**src/rtl/router3of6_pkg.sv**
```systemverilog
// Shared types and the 3-of-6 symbol code used by the router's link encoder and decoder.
package router3of6_pkg;

    localparam int SYM_W = 3;
    localparam int SEG_W = 6;

    typedef enum logic {
        IDLE = 1'b0,
        SEND = 1'b1
    } tx_state_t;

    // Balanced code: the symbol followed by its complement always carries three ones.
    function automatic logic [SEG_W-1:0] enc3of6(input logic [SYM_W-1:0] sym);
        return {sym, ~sym};
    endfunction

endpackage

```
**src/rtl/six_bit_encoder.sv**
```systemverilog
// Per-segment 3-bit to 6-bit balanced encoder; mirror of the receiver's segment checker.
module six_bit_encoder
    import router3of6_pkg::*;
(
    input  logic [SYM_W-1:0] sym,
    output logic [SEG_W-1:0] code
);

    assign code = enc3of6(sym);

endmodule

```
**src/rtl/encoder_3of6_tx.sv**
```systemverilog
// Transmit-side 3-of-6 link encoder: latches a payload and streams one balanced
// 6-bit code word per accepted beat, segment 0 first.
module encoder_3of6_tx
    import router3of6_pkg::*;
#(
    parameter int NUM_SEG = 8
) (
    input  logic                     clk,
    input  logic                     rst_n,
    input  logic [SYM_W*NUM_SEG-1:0] pld_in,
    input  logic                     pld_vld,
    output logic                     pld_rdy,
    output logic [SEG_W-1:0]         seg_out,
    output logic                     seg_vld,
    input  logic                     seg_rdy,
    output logic                     seg_sof,
    output logic                     seg_eof,
    output logic                     busy
);

    localparam int PLD_W = SYM_W * NUM_SEG;
    localparam int IDX_W = (NUM_SEG > 1) ? $clog2(NUM_SEG) : 1;
    localparam logic [IDX_W-1:0] LAST_IDX = IDX_W'(NUM_SEG - 1);

    tx_state_t        state;
    logic [PLD_W-1:0] frame;
    logic [IDX_W-1:0] seg_idx;
    logic [IDX_W-1:0] nxt_idx;
    logic [SYM_W-1:0] nxt_sym;
    logic [SEG_W-1:0] nxt_code;
    logic             is_last;
    logic             pld_acc;
    logic             seg_acc;

    assign is_last = (seg_idx == LAST_IDX);
    assign pld_rdy = (state == IDLE) | ((state == SEND) & is_last & seg_rdy);
    assign pld_acc = pld_vld & pld_rdy;
    assign seg_acc = seg_vld & seg_rdy;
    assign nxt_idx = seg_idx + IDX_W'(1);
    assign seg_vld = (state == SEND);
    assign busy    = (state == SEND);

    // Outputs are registered, so the single encoder works on the symbol of the
    // segment that becomes current at the next edge.
    always_comb begin
        nxt_sym = pld_in[SYM_W-1:0];
        if (!pld_acc) begin
            for (int k = 0; k < NUM_SEG; k++) begin
                if (nxt_idx == IDX_W'(k)) begin
                    nxt_sym = frame[k*SYM_W +: SYM_W];
                end
            end
        end
    end

    six_bit_encoder u_enc (
        .sym  (nxt_sym),
        .code (nxt_code)
    );

    always_ff @(posedge clk or negedge rst_n) begin
        if (!rst_n) begin
            state   <= IDLE;
            frame   <= '0;
            seg_idx <= '0;
            seg_out <= '0;
            seg_sof <= 1'b0;
            seg_eof <= 1'b0;
        end else if (pld_acc) begin
            state   <= SEND;
            frame   <= pld_in;
            seg_idx <= '0;
            seg_out <= nxt_code;
            seg_sof <= 1'b1;
            seg_eof <= (NUM_SEG == 1);
        end else if (seg_acc && !is_last) begin
            seg_idx <= nxt_idx;
            seg_out <= nxt_code;
            seg_sof <= 1'b0;
            seg_eof <= (nxt_idx == LAST_IDX);
        end else if (seg_acc) begin
            // Last segment taken with no payload waiting: drop back to idle.
            state   <= IDLE;
            seg_idx <= '0;
            seg_out <= '0;
            seg_sof <= 1'b0;
            seg_eof <= 1'b0;
        end
    end

endmodule

```
**config.mk**
```make
export PLATFORM = sky130hd
export DESIGN_NAME = encoder_3of6_tx
export DESIGN_NICKNAME = d
export VERILOG_FILES = /design/src/rtl/router3of6_pkg.sv /design/src/rtl/six_bit_encoder.sv /design/src/rtl/encoder_3of6_tx.sv
export SDC_FILE = /design/constraint.sdc
export NUM_CORES = 1
export LEC_CHECK = 0
export BUFFER_PORTS_ARGS = -buffer_cell sky130_fd_sc_hd__buf_2
export CAP_MARGIN = 5
export CORE_MARGIN = 4
export CORE_UTILIZATION = 45
export CTS_CLUSTER_SIZE = 28
export DETAILED_ROUTE_END_ITERATION = 7
export PLACE_DENSITY_LB_ADDON = 0.3
export SKIP_CTS_REPAIR_TIMING = 1
export SKIP_LAST_GASP = 1
export SLEW_MARGIN = 20
export SYNTH_ARGS = -nofsm -noshare
export SYNTH_HDL_FRONTEND = slang
export SYNTH_SLANG_ARGS = --single-unit
```
**constraint.sdc**
```tcl
create_clock -name clk -period 2.1 [get_ports clk]
set_input_delay 0.21 -clock clk [delete_from_list [all_inputs] [get_ports clk]]
set_output_delay 0.21 -clock clk [all_outputs]
set_load 0.05 [all_outputs]
```
==> results.cfg, run 1 <==
[setup_path]
crit_required_ns = 2.28
cp_cell_sequence = inv_1, ha_1, buf_4, nor2_1, a211oi_1, o211ai_1, a21bo_2
crit_arrival_ns = 2.13
critPathTopFamily = compound AO/OA/AOI/OAI gates
path_depth = 7
crit_slowest_cell = dfrtp_1
cp_max_fo = 10
ff2ff_setup_slack_ns = 0.15
startpoint_type = register
critical_path_buf_inv_count = 2
crit_type = register to register
critPathCaptureType = register
slowest_delay_ns = 0.44
reg2reg_depth = 7

[placement]
gp_congestion = 0.850
hpwlAfterDp_um = 3320
dp_cells = 301
io_buffers = 38

[die]
die_h_um = 73.6
initial_utilization_pct = 47.4
die_area_mm2 = 0.00541
rows = 23
die_w_um = 73.6
core_mm2 = 0.00409
io_pins = 39

[grt]
antenna_found_initial = 0
grt_overflow = 0
met1_usage_pct = 24.4
grt_pass1_vias = 1598
met2_usage_pct = 28.7
grt_pass1_wl_um = 7580
grt_usage_pct = 18.2
met3_usage_pct = 4.38
grt_max_degree = 37
grt.busiest_layer = met2

[sta]
max_slew_margin_pct = 46.6
hold_viol = 0
setup_viol = 0
period_needed_ns = 1.95
max_freq_ghz = 0.512
post-route-period-util_pct = 92.9
final.setup.tns_ns = 0
clock_skew_ns = 0.00593
worst_pin_slew_ns = 0.801
rsz0062_at_grt = no
drv_slew = 0

[synthesis]
yosysMostFrequentCell = nand2_1
synth_cells = 219
ys_top_cells_by_count = nand2_1, dfrtp_1, buf_2
synth_area_leader_cell = dfrtp_1
synth_edf_count = 0
synth_nets = 253
yosys_warnings = 0
netlist.area_leader.share_pct = 46.5
ys_async_sr_fraction_pct = 100
yosysUniqueCellTypes = 43
syn_avg_cell_area_um2 = 8.84
seq_area_frac_synth_pct = 46.5
synth.ff_latch_count = 36
synthTopCellsByArea = dfrtp_1, nand2_1, ha_1
synth_ff_type = dfrtp_1
syn-cell-area_mm2 = 0.00194

[final_layout]
final_util_pct = 55.7
nFillCells = 372
fin_nets = 292
final_cell_count_no_fill = 308
drive_gt1_share_pct = 22.9
num_antenna_cells = 0
synthToLayoutAreaGrowth_pct = 17.5

[power]
seq_power_share_pct = 37.1
p_int_uw = 1950
leakage_uw = 0.00118
clock_power_share_pct = 15.8
combPwrFrac_pct = 47.1
switchingPower_uw = 1400
peakVddDrop_mv = 0.651
sw_frac_of_total_pct = 41.8
power_density_mw_per_mm2 = 1470

[routing]
routed_wl_um = 4480
wl_per_cell_um = 14.5
num_vias = 1650
antenna_left = 0
drtPass1Iterations = 4
first_iter_violations = 170
vias_per_cell = 5.36
drcViolationCount = 0

[clock_network]
htreeDepth = 2
clockBufferDepth = 2
clk_pin_slew_ns = 0.07
cts_tree = built
cts_root_buffer = clkbuf_8
cts.sinks = 36
numCtsBuffers = 5
clk_latency_ns = 0.29

[flow_run]
max_cap_viol_count = 0

[status]
status = finished clean

[worst_hold_path]
min-delay-path-class = input pin to async pin
[per-stage QoR]
step / setup slack [ns] / hold slack [ns] / power [µW] / area [µm²]
global placement: 0.148 / 0.348 / 2770 / 2170
global route: 0.00287 / 0.0809 / 3610 / 2270
floorplan: 0.110 / -0.0856 / 2380 / 1940
detailed placement: 0.0995 / 0.353 / 2810 / 2170
finish: 0.148 / 0.00584 / 3340 / 2270
CTS: 0.0711 / 0.0433 / 3350 / 2270
[power by group through the flow]
stage                     Combinational, µW  Sequential, µW  Clock [µW]
after global routing                   1750            1280         575
after floorplan                         961            1420           0
after global placement                 1530            1250           0
after detailed placement               1550            1260           0
final                                  1580            1240         529
after CTS                              1570            1240         542
[cells in the final DEF (no fill, tap or decap), types with 2 or more instances in the layout]
cell type,synthesis,routed
nor3b_1,7,7
ha_1,6,6
and2_1,3,3
a211oi_1,3,3
o21ai_0,7,7
o21ai_1,2,2
nor2_1,4,4
nand3b_1,4,4
buf_4,1,7
dfrtp_1,36,36
a22oi_1,2,2
o31ai_1,2,2
a21o_1,2,2
buf_2,8,38
mux2i_1,5,5
a222oi_1,2,2
o211ai_1,2,2
nor2b_1,7,7
clkbuf_8,0,7
nand2b_1,3,3
inv_1,4,4
nand3_1,3,3
nand2_1,81,81
o221ai_1,2,2
[flip-flops by register name, indices dropped and copies added, names as in the netlist]
| signal | flops |
|---|---|
| seg_sof | 1 |
| busy | 1 |
| seg_out | 6 |
| seg_idx | 3 |
| seg_eof | 1 |
| frame | 24 |
[layout make-up]
type	instances	area [µm²]	share of cell area [%]
Multi-Input combinational cell	165	946	41.6
Sequential cell	36	901	39.6
Timing Repair Buffer	46	254	11.2
Clock buffer	7	96.3	4.24
Tap cell	50	62.6	2.75
Inverter	4	15.0	0.660
[worst reg2reg max path: cells and delay by family, from the launching register on]
| family | cells | cell delay [ns] |
|---|---|---|
| buf+inv | 2 | 0.33 |
| compound gates | 3 | 0.63 |
| simple gates | 1 | 0.05 |
| fa+ha+maj | 1 | 0.40 |
| flops | 1 | 0.44 |
[cells by family (layout without fill, tap and decap cells)]
kind of cell | count (synthesis) | after routing | share of synthesized area, %
AO/OA/AOI/OAI | 36 | 36 | 14.1
buffers and inverters | 18 | 57 | 4.59
adder cells (fa/ha/maj) | 6 | 6 | 3.88
AND/OR/NAND/NOR | 117 | 117 | 27.7
flip-flops | 36 | 36 | 46.5
multiplexers | 6 | 6 | 3.17
[layer usage]
metal	wire length [µm]	vias to the layer above
met5	0	-
met4	59	0
met3	269	7
met2	2100	46
met1	2060	781
li1	-	816
[final timing paths]
| kind | start | endpoint |
|---|---|---|
| max | seg_idx[0]$_DFFE_PN0P_ | seg_out[2]$_DFFE_PN0P_ |
| min | rst_n | seg_out[3]$_DFFE_PN0P_ |
| max reg2reg | seg_idx[0]$_DFFE_PN0P_ | seg_out[2]$_DFFE_PN0P_ |
| min reg2reg | seg_eof$_DFFE_PN0P_ | seg_eof$_DFFE_PN0P_ |
| max in group asynchronous | rst_n | frame[17]$_DFFE_PN0P_ |
| min in group clk | pld_in[7] | frame[7]$_DFFE_PN0P_ |
(Power assumes the default switching activity.)
==> run 2, diff against run 1 <==
--- a/config.mk
+++ b/config.mk
@@ -8,7 +8,7 @@
 export BUFFER_PORTS_ARGS = -buffer_cell sky130_fd_sc_hd__buf_2
 export CAP_MARGIN = 5
 export CORE_MARGIN = 4
-export CORE_UTILIZATION = 45
+export CORE_UTILIZATION = 49
 export CTS_CLUSTER_SIZE = 28
 export DETAILED_ROUTE_END_ITERATION = 7
 export PLACE_DENSITY_LB_ADDON = 0.3
==> run 2 against run 1 <==
The flow now finishes with violations (negative hold slack). Clock power decreased by 14%. Clock skew decreased by 0.0028 ns. Combinational power hardly changed. Register-to-register slack worse by 0.02 ns. Non-clock buffer count did not move. Wire length down 1.7%.
==> results.cfg, run 2 (synthesis gave the netlist of run 1 again) <==
[placement]
io_buffers = 38
dp_cells = 299
place_ws_ns = 0.0573
dpl-instance-area_mm2 = 0.00217
hpwlAfterDp_um = 3220
gp_congestion = 0.878

[routing]
drcViolationCount = 0
wl_per_cell_um = 14.4
first_iter_violations = 198
vias_per_cell = 5.32
drtPass1Iterations = 4
met1_length_um = 2040
highest_layer = met4
met3_length_um = 319
dr_wl_met2_um = 1990
routed_wl_um = 4400
antenna_left = 0
num_vias = 1628

[setup_path]
crit_arrival_ns = 2.18
startpoint_type = register
cp_max_fo = 20
critPathCaptureType = register
r2r_start = seg_idx[0]$_DFFE_PN0P_
crit_required_ns = 2.31
crit_type = register to register
critPathCapture = seg_out[0]$_DFFE_PN0P_
reg2reg_depth = 7
crit_path_start = seg_idx[0]$_DFFE_PN0P_
worst_r2r_endpoint = seg_out[0]$_DFFE_PN0P_
ff2ff_setup_slack_ns = 0.13

[sta]
period_needed_ns = 1.97
fin_hold_ws_ns = -0.00969
clock_skew_ns = 0.00315
worst_pin_slew_ns = 0.770
max_freq_ghz = 0.508
drv_slew = 0
hold_viol = 8
max_slew_margin_pct = 48.6
setup_viol = 0
post-route-period-util_pct = 93.7
setup_ws_ns = 0.132

[grt]
antenna_found_initial = 0
grt_overflow = 0
grt_max_degree = 37
grt_usage_pct = 18.5
grt_pass1_wl_um = 7370
grt_pass1_vias = 1540

[clock_network]
clk_latency_ns = 0.29
htreeDepth = 2
clockBufferDepth = 2
numCtsBuffers = 5
clk_pin_slew_ns = 0.07
cts_root_buffer = clkbuf_8
cts.sinks = 36
cts_tree = built

[power]
power_density_mw_per_mm2 = 1450
clock_power_share_pct = 13.8
leakage_uw = 0.00117
p_total_uw = 3290
sw_frac_of_total_pct = 42.8
p_int_uw = 1880
seq_power_share_pct = 38.1
peakVddDrop_mv = 0.880
combPwrFrac_pct = 48.1
switchingPower_uw = 1410

[die]
die_h_um = 70.9
initial_utilization_pct = 51.7
rows = 22
io_pins = 39
die_area_mm2 = 0.00502
core_mm2 = 0.00374
die_w_um = 70.9

[final_layout]
final_cell_count_no_fill = 306
regArea_um2 = 901
fin_nets = 292
final_area_mm2 = 0.00226
reg_top3 = frame (24), seg_out (6), seg_idx (3)
mostFrequentLayoutCells = nand2_1, buf_2, dfrtp_1
drive_gt1_share_pct = 23.3
multiInputGateArea_um2 = 956
final_util_pct = 60.5
mostFrequentLayoutCell = nand2_1
num_antenna_cells = 0
largest_reg_flops = 24
regMostFlops = frame
synthToLayoutAreaGrowth_pct = 16.9
nFillCells = 344

[flow_run]
max_cap_viol_count = 0

[status]
violations = negative hold slack
status = complete, but fails checks

[worst_hold_path]
min-delay-path-class = input pin to async pin
[run 2: cell types whose count changed in the layout (fill, tap and decap cells not counted)]
cell,previous run,this run
clkinv_2,0,1
clkbuf_1,0,1
nor3b_1,7,6
clkbuf_8,7,5
o21ai_0,7,6
o21ai_1,2,3
nor3b_2,0,1
a211oi_2,0,1
a211oi_1,3,2
[run 2: how the worst min path moves through the flow]
stage	cells past startpoint	end	start	slack, ns
3_5_place_dp	1	busy$_DFFE_PN0P_	rst_n	0.33
3_3_place_gp	1	busy$_DFFE_PN0P_	rst_n	0.34
2_1_floorplan	0	busy$_DFFE_PN0P_	rst_n	-0.09
5_1_grt	1	frame[0]$_DFFE_PN0P_	rst_n	0.08
6_report	1	seg_sof$_DFFE_PN0P_	rst_n	-0.01
4_1_cts	1	busy$_DFFE_PN0P_	rst_n	0.02
[run 2: power groups by stage]
stage | Sequential, µW | Clock [µW] | Combinational [µW]
finish | 1250 | 454 | 1580
global route | 1280 | 496 | 1760
CTS | 1250 | 467 | 1540
detailed placement | 1260 | 0 | 1530
global placement | 1250 | 0 | 1500
floorplan | 1420 | 0 | 961
[run 2: final cells by class]
class	count	share of cell area [%]
Timing Repair Buffer	46	11.2
Clock inverter	1	0.221
Tap cell	48	2.65
Inverter	4	0.663
Sequential cell	36	39.8
Multi-Input combinational cell	165	42.2
Clock buffer	6	3.21
[run 2: stage by stage]
stage	hold slack, ns	TNS [ns]
after floorplan	-0.0856	0
after global placement	0.339	0
after detailed placement	0.333	0
after CTS	0.0218	0
after global routing	0.0766	-0.0154
final	-0.00969	0
[run 2: metal layers]
metal  GRT usage (%)  up-vias
met5               0        -
met2            28.5       51
met3            5.68        5
met4            5.01        0
met1            25.3      751
li1                -      821
[run 2: worst max-delay path, cell delays in order (launching register included)]
cell,delay [ns]
dfrtp_1,0.44
ha_1,0.24
ha_1,0.31
buf_6,0.18
nor3b_2,0.20
o221ai_1,0.17
and4_1,0.22
o21ai_1,0.14
